<file path="config.mk">
export PLATFORM = sky130hd
export DESIGN_NAME = patram_arbiter
export DESIGN_NICKNAME = d
export VERILOG_FILES = /design/src/rtl/patram_arbiter.sv
export SDC_FILE = /design/constraint.sdc
export NUM_CORES = 1
export LEC_CHECK = 0
export CORE_MARGIN = 2
export CORE_UTILIZATION = 40
export CTS_BUF_LIST = sky130_fd_sc_hd__clkbuf_8 sky130_fd_sc_hd__clkbuf_16
export CTS_CLUSTER_DIAMETER = 100
export DETAILED_ROUTE_END_ITERATION = 12
export PLACE_DENSITY = 0.9
export SYNTH_ARGS = -nofsm -noshare
export SYNTH_HDL_FRONTEND = slang
export SYNTH_SLANG_ARGS = --single-unit
</file>
<file path="constraint.sdc">
create_clock -name clk -period 4 [get_ports clk]
set_clock_uncertainty 0.15 [all_clocks]
set_input_delay 0.8 -clock clk [delete_from_list [all_inputs] [get_ports clk]]
set_output_delay 0.8 -clock clk [all_outputs]
set_load 0.02 [all_outputs]
</file>
<file path="src/rtl/patram_arbiter.sv">
// Round-robin arbiter sharing the single Pattern-RAM read port between the PPU
// fetch engines, with lock-driven bursts and a one-hot tagged read-return pipeline.
module patram_arbiter #(
  parameter int N_REQ     = 3,
  parameter int RD_LAT    = 1,
  parameter int MAX_BURST = 4
) (
  input  logic                  clk,
  input  logic                  rst_n,
  input  logic [N_REQ-1:0]      req,
  input  logic [N_REQ-1:0]      lock,
  input  logic [N_REQ*12-1:0]   addr,
  output logic [N_REQ-1:0]      gnt,
  output logic [N_REQ-1:0]      rvalid,
  output logic [63:0]           rddata,
  output logic [11:0]           patram_addr,
  input  logic [63:0]           patram_rddata,
  output logic                  busy
);
  localparam int IDX_W  = (N_REQ > 1) ? $clog2(N_REQ) : 1;
  localparam int BCNT_W = (MAX_BURST > 1) ? $clog2(MAX_BURST) : 1;

  logic [IDX_W-1:0]  r_last;
  logic [BCNT_W-1:0] r_bcnt;
  logic              r_pvld;
  logic [11:0]       r_haddr;
  logic [N_REQ-1:0]  r_tag_p [RD_LAT];
  logic [N_REQ-1:0]  r_rvalid;
  logic [63:0]       r_rddata;

  logic              w_lock_hit;
  logic              w_gvld;
  logic [IDX_W-1:0]  w_gidx;
  logic [N_REQ-1:0]  w_gnt;
  logic [11:0]       w_paddr;
  logic              w_busy;

  always_comb begin
    w_gvld     = 1'b0;
    w_gidx     = '0;
    w_gnt      = '0;
    w_lock_hit = r_pvld && req[r_last] && lock[r_last] &&
                 (r_bcnt < BCNT_W'(MAX_BURST - 1));
    if (w_lock_hit) begin
      w_gvld = 1'b1;
      w_gidx = r_last;
    end else begin
      // Search starts just past the last winner; the last winner itself is tried last.
      for (int s = 1; s <= N_REQ; s++) begin
        if (!w_gvld && req[(int'(r_last) + s) % N_REQ]) begin
          w_gvld = 1'b1;
          w_gidx = IDX_W'((int'(r_last) + s) % N_REQ);
        end
      end
    end
    if (!rst_n) w_gvld = 1'b0;
    if (w_gvld) w_gnt[w_gidx] = 1'b1;
    w_paddr = w_gvld ? addr[int'(w_gidx)*12 +: 12] : r_haddr;
  end

  always_ff @(posedge clk or negedge rst_n) begin
    if (!rst_n) begin
      r_last  <= IDX_W'(N_REQ - 1);
      r_bcnt  <= '0;
      r_pvld  <= 1'b0;
      r_haddr <= '0;
    end else begin
      r_pvld <= w_gvld;
      if (w_gvld) begin
        r_last  <= w_gidx;
        r_haddr <= w_paddr;
        r_bcnt  <= w_lock_hit ? r_bcnt + 1'b1 : '0;
      end else begin
        r_bcnt <= '0;
      end
    end
  end

  // Read-return pipeline: tag stages track the RAM latency, then data and tag register together.
  always_ff @(posedge clk or negedge rst_n) begin
    if (!rst_n) begin
      for (int i = 0; i < RD_LAT; i++) r_tag_p[i] <= '0;
      r_rvalid <= '0;
      r_rddata <= '0;
    end else begin
      r_tag_p[0] <= w_gnt;
      for (int i = 1; i < RD_LAT; i++) r_tag_p[i] <= r_tag_p[i-1];
      r_rvalid <= r_tag_p[RD_LAT-1];
      if (|r_tag_p[RD_LAT-1]) r_rddata <= patram_rddata;
    end
  end

  always_comb begin
    w_busy = |r_rvalid;
    for (int i = 0; i < RD_LAT; i++) w_busy = w_busy | (|r_tag_p[i]);
  end

  assign gnt         = w_gnt;
  assign patram_addr = w_paddr;
  assign rvalid      = r_rvalid;
  assign rddata      = r_rddata;
  assign busy        = w_busy;

endmodule

</file>
* Yosys cells after proc, flatten, opt, wreduce, memory -nomap -nowiden
Cells that the tools add are included.
** Storage, ports and cells
- Register bits after elaboration :: 87
- Input bits :: 108
- Output and inout port bits :: 83
- Word-level logic and storage cells :: 64
** Cells by class
- Add/subtract/negate cells :: 4
- $mul :: 1
- Divide/modulo/power cells :: 3
- Order comparisons :: 7
- Shift-type cells :: 1
- Multiplexer cells :: 30
- Bitwise gates (word level) :: 1
- Reduce and logical (&&, ||, !) cells :: 10
** Operator list (number)
- 32-bit by 4-bit < comparator with 1-bit output (second input constant) :: 3
- 32-bit by 3-bit modulo with 32-bit output (second input constant) :: 3
- 36-bit by 7-bit variable part select with 12-bit output :: 1
- 1-bit 2-to-1 mux :: 16
- 12-bit 2-to-1 mux :: 1
- 2-bit 2-to-1 mux :: 6
- 1-bit binary-select mux with 2-bit select :: 5
- 2-bit by 2-bit adder with 3-bit output (second input constant) :: 2
- 1-bit logical AND :: 6
- 2-bit by 3-bit < comparator with 1-bit output (second input constant) :: 2
- 3-bit OR reduction :: 2
- 2-bit by 2-bit multiplier with 4-bit output (second input constant) :: 1
- 2-bit by 1-bit adder with 3-bit output (second input constant) :: 1
- 3-bit 2-to-1 mux :: 1
- 2-bit by 1-bit adder with 2-bit output (second input constant) :: 1
- 1-bit demux with 2-bit select :: 1
- 2-bit by 1-bit >= comparator with 1-bit output (second input constant) :: 1
- 1-bit logical NOT :: 2
- 2-bit < comparator (second input constant) :: 1
- 1-bit bitwise OR :: 1

* Longest topological paths before layout
- Word-level depth :: 20
- Mapped depth :: 11
- Mapped depth without buffers :: 9

* Worst setup path after synthesis
No wires, ideal clock.
- Kind :: register -> output
- Start :: register r_last[1]
- End :: output port patram_addr[10]
- Arrival :: 2.679 ns
- Data required time :: 3.050 ns
- Slack :: 0.371 ns
- Stages on the path, launching flop included :: 12
- Buffers on the path :: 2
- Path through :: dfstp_2 -> inv_1 -> ha_1 -> buf_2 -> mux2i_1 -> mux2i_1 -> o221ai_1 -> a221oi_1 -> nor2_1 -> buf_4 -> mux2i_1 -> o21ai_0
** On the way
- Cells in the longest elaborated chain, start to end :: 18
** RTL lines
- from (decl) :: RTL line 23 : logic [IDX_W-1:0] r_last;
- from (signal assigned) :: RTL line 63 : r_last <= IDX_W'(N_REQ - 1);
- from (signal assigned) :: RTL line 70 : r_last <= w_gidx;
- 2-bit by 1-bit adder with 3-bit output :: RTL line 50, 52
- 32-bit by 3-bit modulo with 32-bit output :: RTL line 50, 52
- 1-bit binary-select mux with 2-bit select :: RTL line 50 : if (!w_gvld && req[(int'(r_last) + s) % N_REQ]) begin
- 1-bit 2-to-1 mux (implied by the code) (2 in series) :: RTL line 50
- 1-bit 2-to-1 mux :: RTL line 50
- 1-bit 2-to-1 mux :: RTL line 44 : if (w_lock_hit) begin
- 1-bit logical NOT :: RTL line 50
- 1-bit logical AND :: RTL line 50
- 1-bit 2-to-1 mux :: RTL line 50
- 1-bit 2-to-1 mux :: RTL line 44
- 1-bit logical NOT :: RTL line 50
- 1-bit logical AND :: RTL line 50
- 2-bit 2-to-1 mux :: RTL line 50
- 2-bit 2-to-1 mux :: RTL line 44
- 2-bit by 2-bit multiplier with 4-bit output :: RTL line 58 : w_paddr = w_gvld ? addr[int'(w_gidx)*12 +: 12] : r_haddr;
- 36-bit by 7-bit variable part select with 12-bit output :: RTL line 58
- 12-bit 2-to-1 mux (*) :: RTL line 58
- to (decl) :: RTL line 16 : output logic [11:0] patram_addr,
Every way passes the cells marked *; elsewhere a longest branch is shown, timed or not. The select of a mux whose other input is x is not followed.

* Worst setup path in the final report
- Start :: register r_last[1]
- End :: output port patram_addr[3]
Same word-level chain as after synthesis.

==> summary.md <==
| Metric | Value |
|---|---|
| Status | finished, final reports clean |
| Slew headroom | 0.434 |
| Clk sinks | between 80 and 90 |
| Synth Cell Area | between 0.003 and 0.004 mm^2 |
| Vias/cell | 4.90 |
| Sequential cell area fraction in the yosys report | 0.570 |
| Pre-CTS setup slack | -504 ps |
| CP arrival | 2970 ps |
| Reg-to-Reg End | r_last[1] |
| Crit path required time | 3050 ps |
| Fin. max-slew vios | 0 |
| Cell-internal power | 3.35 mW |
| EDFF count, synth | 0 |
| Clk slew on worst S/H paths | 90 ps |
| Synth unique cells | 37 |
| Initial antenna violation count | 0 |
| Final worst path period share | 0.979 |
| RSZ-0062 raised after global routing | yes |
| FF-to-FF path depth | 10 |
| Critical-path maximum fanout | 22 |
| Crit Path Category | reg -> out |
| Die Height | just over 100 um |
| Fin nets | 608 |
| Synthesis-to-finish area growth | 63.7% |
| Setup crit start | r_last[1] |
| YS warnings | 0 |
| Sequential power share | 0.274 |
| Routed via count | 3085 |
| I/O pin cnt | 191 |
| Sw Share | 0.396 |
| Drt drc | 0 |
| Clock tree from TritonCTS | built |
| Critical Path Sink Type | output pin |
| Synthesized Nets | 392 |
| Largest family of logic cells by synthesized area | multiplexers |
| Fmax achieved | 255 MHz |
| Number of port buffers | 190 |
| # rows | 35 |
| Clock buffer count from CTS | 9 |
| Routed Antenna Nets | 0 |
| Synth Area in XOR/XNOR | 0 |
| Setup Viol. Count Final | 0 |
| Worst min path class | in -> async |
| Placed cell areas | just over 0.006 mm^2 |
| Avg Cell Area, Syn | ~14 um^2 |
| GRT Total Usage | 0.189 |
| Post-synthesis mux area share | 0.237 |
| Clock insertion delay at the later pin of the skew report | 330 ps |
| Synth Area in Simple Gates | 0.0518 |
| Post-Syn Instances | 279 |
| Synth Area in Compound Gates | 0.0957 |
| Maximum vdd drop | about 0.00045 V |
| R2r startpoint | r_last[1] |
| Final Hold Viols | 0 |
| Switching pwr | 2.20 mW |
| Pin count of the biggest net entering global routing | 71 |
| Vias in the first global route | 3274 |
| TritonRoute pass-1 iters | 4 |
| Overall routed net length | 10.0 mm |
| Layout cell share with drive strength beyond 1 | 0.310 |
| Htree depth | 3 |
| Final HPWL DP | 7.79 mm |
| Final WS setup | 82.7 ps |
| Measured slew at the worst slew-check pin | 849 ps |
| Reg2Reg Setup Slack | roughly 1100 ps |
| DR WL/cell | 15.9 um |
| Grt total ovfl | 0 |
| Root buffer cell | clkbuf_8 |
| CTS Buffer Depth | 2 |
| Clock network power share | 0.102 |
| #FFs+latches synth | 87 |
| Synth Area in Adders | 0.0164 |
| Die W | 102 um |
| Placed Cells | 612 |
| Fin cells | roughly 630 |
| Core Region | between 0.009 and 0.01 mm^2 |
| Fill count | 662 |
| Asr flop ratio synth | 1.00 |
| Placer Congestion | 0.962 |
| Final Util | 0.677 |
| Comb power frac | 0.624 |
| Detailed Route Iter0 Violations | 93 |
| Final worst path period need | 3920 ps |
| Max Cap Violations | 0 |
| Hold-fix buffers, CTS | 0 |
| Initial Util | 0.413 |
| Leak | 2.64 nW |
| Ant. Diodes | 0 |
| Primary FF master, synth | dfrtp_1 |
| Die area | 0.0103 mm^2 |
| Critical path endpoint | patram_addr[3] |
| Global-route wire length before repair | roughly 15 mm |
| PD cells | 888 mW/mm^2 |
| Worst setup SP type | register |
| Design Area, Final | 0.00625 mm^2 |
## kinds of logic after synthesis
logic type / count (synthesis)
DFF: 87
adders and majority gates: 5
muxes: 81
buffers and inverters: 21
and+or+nand+nor: 36
AOI/OAI and AO/OA: 49
## routing by layer
layer	wire, um	up-vias	global-route usage	share of wire
met5	0	-	0	0
met4	156	0	0.0676	0.016
met3	881	13	0.0594	0.088
met2	5290	151	0.342	0.53
met1	3700	1484	0.206	0.37
li1	-	1437	-	-
## area by class of cell
type | instances | area [um^2] | area share
Clock buffer | 10 | 138 | 0.0220
Clock inverter | 6 | 50.0 | 0.00800
Inverter | 6 | 22.5 | 0.00360
Multi-Input combinational cell | 171 | 1600 | 0.255
Sequential cell | 87 | 2180 | 0.348
Tap cell | 129 | 161 | 0.0258
Timing Repair Buffer | 220 | 2110 | 0.337
## cells in the final DEF, fill, tap and decap left out, types with 3 or more instances in the layout
master | Yosys | final
clkdlybuf4s50_1 | 0 | 171
dfrtp_1 | 86 | 86
mux2_2 | 64 | 64
buf_4 | 4 | 29
o21ai_0 | 25 | 18
mux2i_1 | 16 | 13
a22oi_2 | 9 | 10
clkbuf_8 | 0 | 10
buf_2 | 2 | 10
nand2_1 | 8 | 8
nor3_1 | 7 | 6
nor2_1 | 7 | 6
inv_1 | 5 | 5
o21ai_1 | 0 | 5
a21oi_1 | 4 | 4
mux2i_4 | 1 | 3
nand2b_1 | 3 | 3
ha_1 | 5 | 3
dlygate4sd2_1 | 0 | 3
buf_12 | 0 | 3
## state kept, by name (all words and copies together) (netlist names)
register  count
r_bcnt        2
r_haddr      12
r_last        2
r_pvld        1
r_tag_p       3
rddata       64
rvalid        3
## synthesized netlist by cell type (all sizes together) (2+ instances only)
library cell / number / area share
ha: 5 / 0.016
nand2b: 3 / 0.0049
nor3b: 2 / 0.0039
o21ai: 25 / 0.033
nor2: 8 / 0.0098
mux2i: 17 / 0.048
mux2: 64 / 0.19
clkbuf: 7 / 0.0069
buf: 8 / 0.016
a21oi: 4 / 0.0052
nor3: 7 / 0.0092
a22oi: 12 / 0.035
inv: 6 / 0.0059
dfrtp: 86 / 0.56
nand3b: 2 / 0.0039
nand2: 9 / 0.0095
## repair_timing
action / 4_1_cts / 5_1_grt
gates resized for setup: 72 / 26
setup buffers: 1 / 1
setup endpoints to repair: 15 / 15
cloned: 0 / 0
pin swaps: 1 / 4
## critical path, stage by stage (launching register included)
cell and delay [ps]:
dfstp_2 570, ha_2 220, mux2i_4 240, o22ai_2 110
or4_1 530, a32o_2 290, buf_4 140, nand2_2 90
buf_12 150, o21ai_0 110, buf_2 180
## power groups by stage
| stage | registers, mW | clock network (mW) | logic (mW) |
|---|---|---|---|
| floorplan | 1.96 | 0 | 1.50 |
| global placement | 1.52 | 0 | 3.39 |
| detailed placement | 1.54 | 0 | 3.49 |
| CTS | 1.53 | 0.594 | 3.42 |
| global route | 1.57 | 0.630 | 3.68 |
| finish | 1.52 | 0.568 | 3.47 |
## how the worst min path moves through the flow
stage | from | endpoint | slack [ps] | cells past startpoint
after global routing | rst_n | rvalid[0] | 170 | 1
after floorplan | r_tag_p[2] | rvalid[2] | 200 | 0
after CTS | rst_n | rvalid[0] | 160 | 1
after detailed placement | r_tag_p[1] | rvalid[1] | 250 | 0
final | rst_n | rddata[9] | 180 | 1
after global placement | r_tag_p[0] | rvalid[0] | 240 | 0
## metrics by stage
step	setup TNS, ps	hold WS (ps)	power [mW]
floorplan	0	205	3.46
global placement	-5230	235	4.91
detailed placement	-6320	249	5.03
CTS	-42.7	161	5.54
global route	-300	174	5.88
finish	0	180	5.55
Note: power is estimated with default switching activity, not from simulation.
